[config.mk]
export PLATFORM = sky130hd
export DESIGN_NAME = mem_wait_responder
export DESIGN_NICKNAME = d
export VERILOG_FILES = /design/src/rtl/mem_wait_responder.sv
export SDC_FILE = /design/constraint.sdc
export NUM_CORES = 1
export LEC_CHECK = 0
export ABC_CLOCK_PERIOD_IN_PS = 6200
export BUFFER_PORTS_ARGS = -buffer_cell sky130_fd_sc_hd__clkbuf_2
export CAP_MARGIN = 20
export CORE_MARGIN = 5
export CORE_UTILIZATION = 44
export CTS_BUF_LIST = sky130_fd_sc_hd__clkbuf_4
export CTS_CLUSTER_DIAMETER = 40
export CTS_CLUSTER_SIZE = 24
export DETAILED_ROUTE_END_ITERATION = 6
export PLACE_DENSITY = 0.68
export SYNTH_ARGS = -nofsm -noshare
export SYNTH_HDL_FRONTEND = slang
export SYNTH_SLANG_ARGS = --single-unit
[constraint.sdc]
create_clock -name Clk -period 6.2 [get_ports Clk]
set_input_delay 0.93 -clock Clk [delete_from_list [all_inputs] [get_ports Clk]]
set_output_delay 0.93 -clock Clk [all_outputs]
set_load 0.005 [all_outputs]
[src/rtl/mem_wait_responder.sv]
//==============================================================================
// Module      : mem_wait_responder
// Description : Single-port memory responder with 0..3 programmable wait states.
// Revision    : 1.0 - initial release
//==============================================================================
`default_nettype none

module mem_wait_responder #(
   parameter int DW = 32,
   parameter int AW = 4
) (
   input  logic          Clk,
   input  logic          Rst_n,
   input  logic          Req,
   input  logic          Write,
   input  logic [AW-1:0] Addr,
   input  logic [DW-1:0] WData,
   input  logic [1:0]    WaitCfg,
   output logic          Ready,
   output logic [DW-1:0] RData,
   output logic          Busy
);

   localparam logic [1:0] c_S_IDLE = 2'd0;
   localparam logic [1:0] c_S_WAIT = 2'd1;
   localparam logic [1:0] c_S_RESP = 2'd2;

   logic [1:0]    r_state;
   logic [1:0]    w_state_nxt;
   logic [1:0]    r_cnt;
   logic          r_write;
   logic [AW-1:0] r_addr;
   logic [DW-1:0] r_wdata;
   logic [DW-1:0] r_rdata;
   logic          r_ready;
   logic          r_busy;
   logic          w_ready_nxt;
   logic          w_busy_nxt;
   logic          w_accept;
   logic          w_access;
   logic [DW-1:0] r_mem [2**AW];

   assign w_accept = Req && ((r_state == c_S_IDLE) || (r_state == c_S_RESP));
   // Access fires on the WAIT->RESP edge; gated by reset so an aborted write never lands.
   assign w_access = (r_state == c_S_WAIT) && (r_cnt == 2'd0) && Rst_n;

   // State register
   always_ff @(posedge Clk) begin
      if (!Rst_n) begin
         r_state <= c_S_IDLE;
      end else begin
         r_state <= w_state_nxt;
      end
   end

   // Next-state logic
   always_comb begin
      w_state_nxt = r_state;
      case (r_state)
         c_S_IDLE: if (w_accept) w_state_nxt = c_S_WAIT;
         c_S_WAIT: if (r_cnt == 2'd0) w_state_nxt = c_S_RESP;
         c_S_RESP: w_state_nxt = w_accept ? c_S_WAIT : c_S_IDLE;
         default:  w_state_nxt = c_S_IDLE;
      endcase
   end

   // Output logic, decoded from the next state so Ready/Busy come from flops
   always_comb begin
      w_ready_nxt = (w_state_nxt == c_S_RESP);
      w_busy_nxt  = (w_state_nxt == c_S_WAIT);
   end

   always_ff @(posedge Clk) begin
      if (!Rst_n) begin
         r_ready <= 1'b0;
         r_busy  <= 1'b0;
      end else begin
         r_ready <= w_ready_nxt;
         r_busy  <= w_busy_nxt;
      end
   end

   always_ff @(posedge Clk) begin
      if (!Rst_n) begin
         r_cnt   <= 2'd0;
         r_write <= 1'b0;
         r_addr  <= '0;
         r_wdata <= '0;
         r_rdata <= '0;
      end else begin
         if (w_accept) begin
            r_cnt   <= WaitCfg;
            r_write <= Write;
            r_addr  <= Addr;
            r_wdata <= WData;
         end else if ((r_state == c_S_WAIT) && (r_cnt != 2'd0)) begin
            r_cnt <= r_cnt - 2'd1;
         end
         if (w_access && !r_write) begin
            r_rdata <= r_mem[r_addr];
         end
      end
   end

   // Array is intentionally not reset
   always_ff @(posedge Clk) begin
      if (w_access && r_write) begin
         r_mem[r_addr] <= r_wdata;
      end
   end

   assign Ready = r_ready;
   assign Busy  = r_busy;
   assign RData = r_rdata;

endmodule

`default_nettype wire

---- Word-level counts from Yosys, hierarchy flattened ----
Memories as Yosys holds them, arrays and structs flattened. A register that Yosys moved wholly into a read port is not among the register bits.
Index checks and enable logic that the tools add are counted.
word-level totals
  logic and storage cells ................. 34
  bits in registers ....................... 43
  bits of input ports ..................... 42
  memories ................................ 1
  bits in writable memories ............... 512
cells by class
  multiplexer cells ....................... 8
  equal/unequal tests ..................... 4
  reductions and logical operators ........ 13
  add/sub/neg operators ................... 1
memories
  memory  words  bits a word  read ports  clocked after memory_dff  wr ports  line  text
  r_mem   16     32           1           1                         1         41    logic [DW-1:0] r_mem [2**AW];
operators by type and width
  cell                   count
  $mux W2                4
  $logic_and A1 B1 Y1    6
  $pmux W2 S3            1
  $eq A2 B1 Y1 const B   2
  $eq A2 B2 Y1 const B   2
  $logic_not A2 Y1       2
  $reduce_bool A2 Y1     2
  $mux W1                3
  $logic_not A1 Y1       2
  $sub A2 B1 Y2 const B  1
  $logic_or A1 B1 Y1     1

---- Depth between registers and ports, before layout ----
  depth after elaboration ................. 6
  mapped depth ............................ 7
  depth with buffers taken out ............ 6

---- Worst setup path before layout ----
Ideal clock, no wire load.
  kind .................................... in2reg
  start ................................... input Rst_n
  end ..................................... memory r_mem[2][0] (enable)
  setup time .............................. 0.461 ns
  required time ........................... 5.739 ns
  cell stages on the path ................. 4
  path slack .............................. 2.164 ns
  arrival time ............................ 3.575 ns
  buffers on the path ..................... 0
  cell sequence ........................... nand4b_4 -> inv_1 -> nand4b_1 -> nor3_1
between the ends
  longest elaborated chain between the ends .. 4
RTL lines
  element                        line  text
  from (decl)                    13    input logic Rst_n,
  $logic_and A1 B1 Y1            45    assign w_access = (r_state == c_S_WAIT) && (r_cnt == 2'd0) && Rst_n;
  $logic_and A1 B1 Y1            107   if (w_access && r_write) begin
  $mux W1                        107
  $mux W1 (not written as such)  108   r_mem[r_addr] <= r_wdata;
  to (decl)                      41
Every way passes these cells.

---- Worst setup path in the final report ----
  start ................................... register r_addr[1]
  end ..................................... memory r_mem[6][16] (enable)
RTL lines
  element                 line  text
  from (decl)             32    logic [AW-1:0] r_addr;
  from (signal assigned)  94    r_addr <= Addr;
No word-level cell before the write port.

==> reports/results.tsv <==
stage	metric	value	unit
run_status	status	finished clean	
grt	grt_util_all_layers	18.7	%
yosys	netlist_area	0.0222	mm2
yosys	synth-adder-area-share	0.0564	%
clock_tree	hold_buffers	0	
grt	grt_max_degree	143	
clock_tree	numCtsBuffers	69	
yosys	yosys_warnings	0	
timing	final_hold_viol_count	0	
grt	overflow	0	
layout	drive_above_1_share	19.9	%
placement	place.gp.congestion	0.746	
clock_tree	cts_root_buf	clkbuf_4	
timing	fmax	329	MHz
yosys	yosys.area_share.simple	4.56	%
yosys	syn_avg_cell_area	17.3	um2
clock_tree	clk_pin_slew	130	ps
placement	portBuffers	75	
worst_setup_path	cpMaxStageDelayCell	dfxtp_4	
floorplanning	fp.dieW	234	um
clock_tree	cts_tree	built	
layout	design_area	0.0244	mm2
yosys	synth_seq_cells	587	
power_and_ir_drop	total_leakage_power	0.00803	uW
detailed_routing	wire_per_inst	24.4	um
layout	layout.nets	1418	
run	drv_cap	0	
power_and_ir_drop	ir_drop	151	uV
floorplanning	coreArea	0.0500	mm2
detailed_routing	firstDrtPassIters	5	
worst_setup_path	criticalPathCategory	reg2reg	
yosys	synth.most_common_cell	edfxtp_1	
layout	area_growth_syn_to_layout	9.97	%
placement	dpl-instance-area	0.0233	mm2
detailed_routing	drt_wl_total	51300	um
yosys	ys_seq_area_share	76.1	%
grt	grt_pass1_wl	75800	um
yosys	synth_edf_count	512	
worst_setup_path	worst-path-max-fanout	51	
yosys	ys.flop_type	edfxtp_1	
detailed_routing	drc_errors	0	
yosys	ys_types	37	
yosys	synth_nets	1321	
worst_setup_path	worst_ep_arrival_time	3510	ps
power_and_ir_drop	powerDensity	288	mW/mm2
placement	hpwl	29000	um
worst_setup_path	cpPeakStageDelay	960	ps
detailed_routing	vias	11900	
floorplanning	start_util	44.4	%
timing	final-setup-viol-count	0	
detailed_routing	ant_nets	0	
floorplanning	die_area	0.0550	mm2
timing	fin_crit_sh	49.0	%
worst_setup_path	rrSetupSlack	3160	ps
yosys	synthCells	1278	
worst_setup_path	crit_buf_inv	1	
grt	antenna_found_initial	3	
layout	finish.utilization	48.8	%
timing	tightest_slew	1160	ps
floorplanning	std_cell_rows	82	
detailed_routing	dr.first_iter.drc_count	1151	
yosys	yosys.area.top_type	edfxtp_1	
timing	rsz0062_at_grt	false	
min_path	hp-class	in2reg	
clock_tree	cts_htree_levels	3	
timing	slew_violations	0	
clock_tree	post_cts_resized	0	
clock_tree	cts_setup_buffers	0	
worst_setup_path	crit_chain	nand4b_1, nor2_4, buf_4	
clock_tree	clkLatencyLatePin	820	ps
worst_setup_path	cp-end-kind	flop	
grt	first_global_vias	11800	
clock_tree	cts_buffer_depth	3	
worst_setup_path	startpoint_type	flop	
yosys	synth-xor-area-share	0.0395	%
timing	fin_skew	48.6	ps
clock_tree	cts.sinks	587	
timing	setup_tns	0	ps
timing	slew-limit-headroom	22.8	%
yosys	muxShareOfSynthArea	11.9	%
floorplanning	fp.dieH	234	um
yosys	synthTopCellsByArea	edfxtp_1 (69%), mux2i_1 (8.7%), dfxtp_1 (6.8%)	
yosys	synth_top_cell_area_share	69.4	%
timing	fin_crit	3040	ps
detailed_routing	viasPerCell	5.63	
yosys	synth_compound_area_share	5.11	%
worst_setup_path	required	6670	ps
timing	holdWs	340	ps
yosys	synthTopCellsByCount	edfxtp_1 (512), mux2i_1 (192), nand2_1 (109)	
worst_setup_path	cp_top_family	simple AND/OR/NAND/NOR gates	
yosys	synthArstFlopShare	0	%
yosys	synth_top_family_by_area	multiplexers	
floorplanning	ios	76	
-- through the flow --
step	worst slack (ps)	total power, uW	std cells
floorplan	2160	4680	1278
global placement	2910	4810	1975
detailed placement	2850	4820	1975
CTS	3120	7070	2100
global route	3010	7280	2106
finish	3160	7010	2106
-- metal layers --
metal	part of all wire (%)	GRT usage (%)	vias to the layer above
met1	43	27.2	5999
li1	-	-	5260
met3	8.6	4.38	89
met4	2.2	5.00	2
met5	0.014	0	-
met2	46	28.8	503
-- cells by family after synthesis --
| logic type | Yosys count |
|---|---|
| and+or+nand+nor | 215 |
| buffers and inverters | 81 |
| muxes | 224 |
| AOI/OAI and AO/OA | 169 |
| adders and majority gates | 1 |
| DFF | 587 |
| xor gates and xnor gates | 1 |
-- report_power, final --
part           switching [uW]  total [uW]  internal (uW)
clock network            1390        2280            892
logic                     179         306            127
registers                95.7        4420           4320
total                    1670        7010           5340
-- tightest hold or removal path: cells and delay by family --
family	cells	cell delay [ps]
buffers and inverters	1	80
AOI/OAI and AO/OA	1	50
and+or+nand+nor	1	40
-- cell usage in the layout (no fill, tap or decap), types with 31 or more instances in the layout --
cell type / Yosys / layout
edfxtp_1: 512 / 512
a22oi_1: 96 / 96
a21oi_1: 38 / 38
clkbuf_4: 6 / 78
mux2i_1: 192 / 192
nand2_1: 109 / 109
dfxtp_1: 75 / 73
mux4_2: 31 / 31
nand3_1: 65 / 65
o22ai_1: 32 / 32
clkbuf_2: 0 / 75
-- path summary, 6_finish.rpt --
path                          start                  endpoint  depth (start not counted)
min reg2reg  RData[25]$_SDFFE_PN0P_    RData[25]$_SDFFE_PN0P_                          2
max          r_addr[1]$_SDFFE_PN0P_    r_mem[6][16]$_DFFE_PP_                          3
max reg2reg  r_addr[1]$_SDFFE_PN0P_    r_mem[6][16]$_DFFE_PP_                          3
min                       WData[10]  r_wdata[10]$_SDFFE_PN0P_                          3
-- sequential cells by signal, summed over array words and instances, names as in the netlist --
name,flops
r_mem,512
r_write,1
Busy,1
RData,32
Ready,1
r_wdata,32
r_addr,4
r_state,2
r_cnt,2
-- cell type report --
cell class	instances	area [um2]
Inverter	5	18.8
Clock inverter	47	459
Tap cell	672	841
Clock buffer	78	586
Sequential cell	587	16900
Antenna cell	5	12.5
Multi-Input combinational cell	610	4970
Fill cell	4162	25600
Timing Repair Buffer	102	603
(Power assumes the default switching activity.)
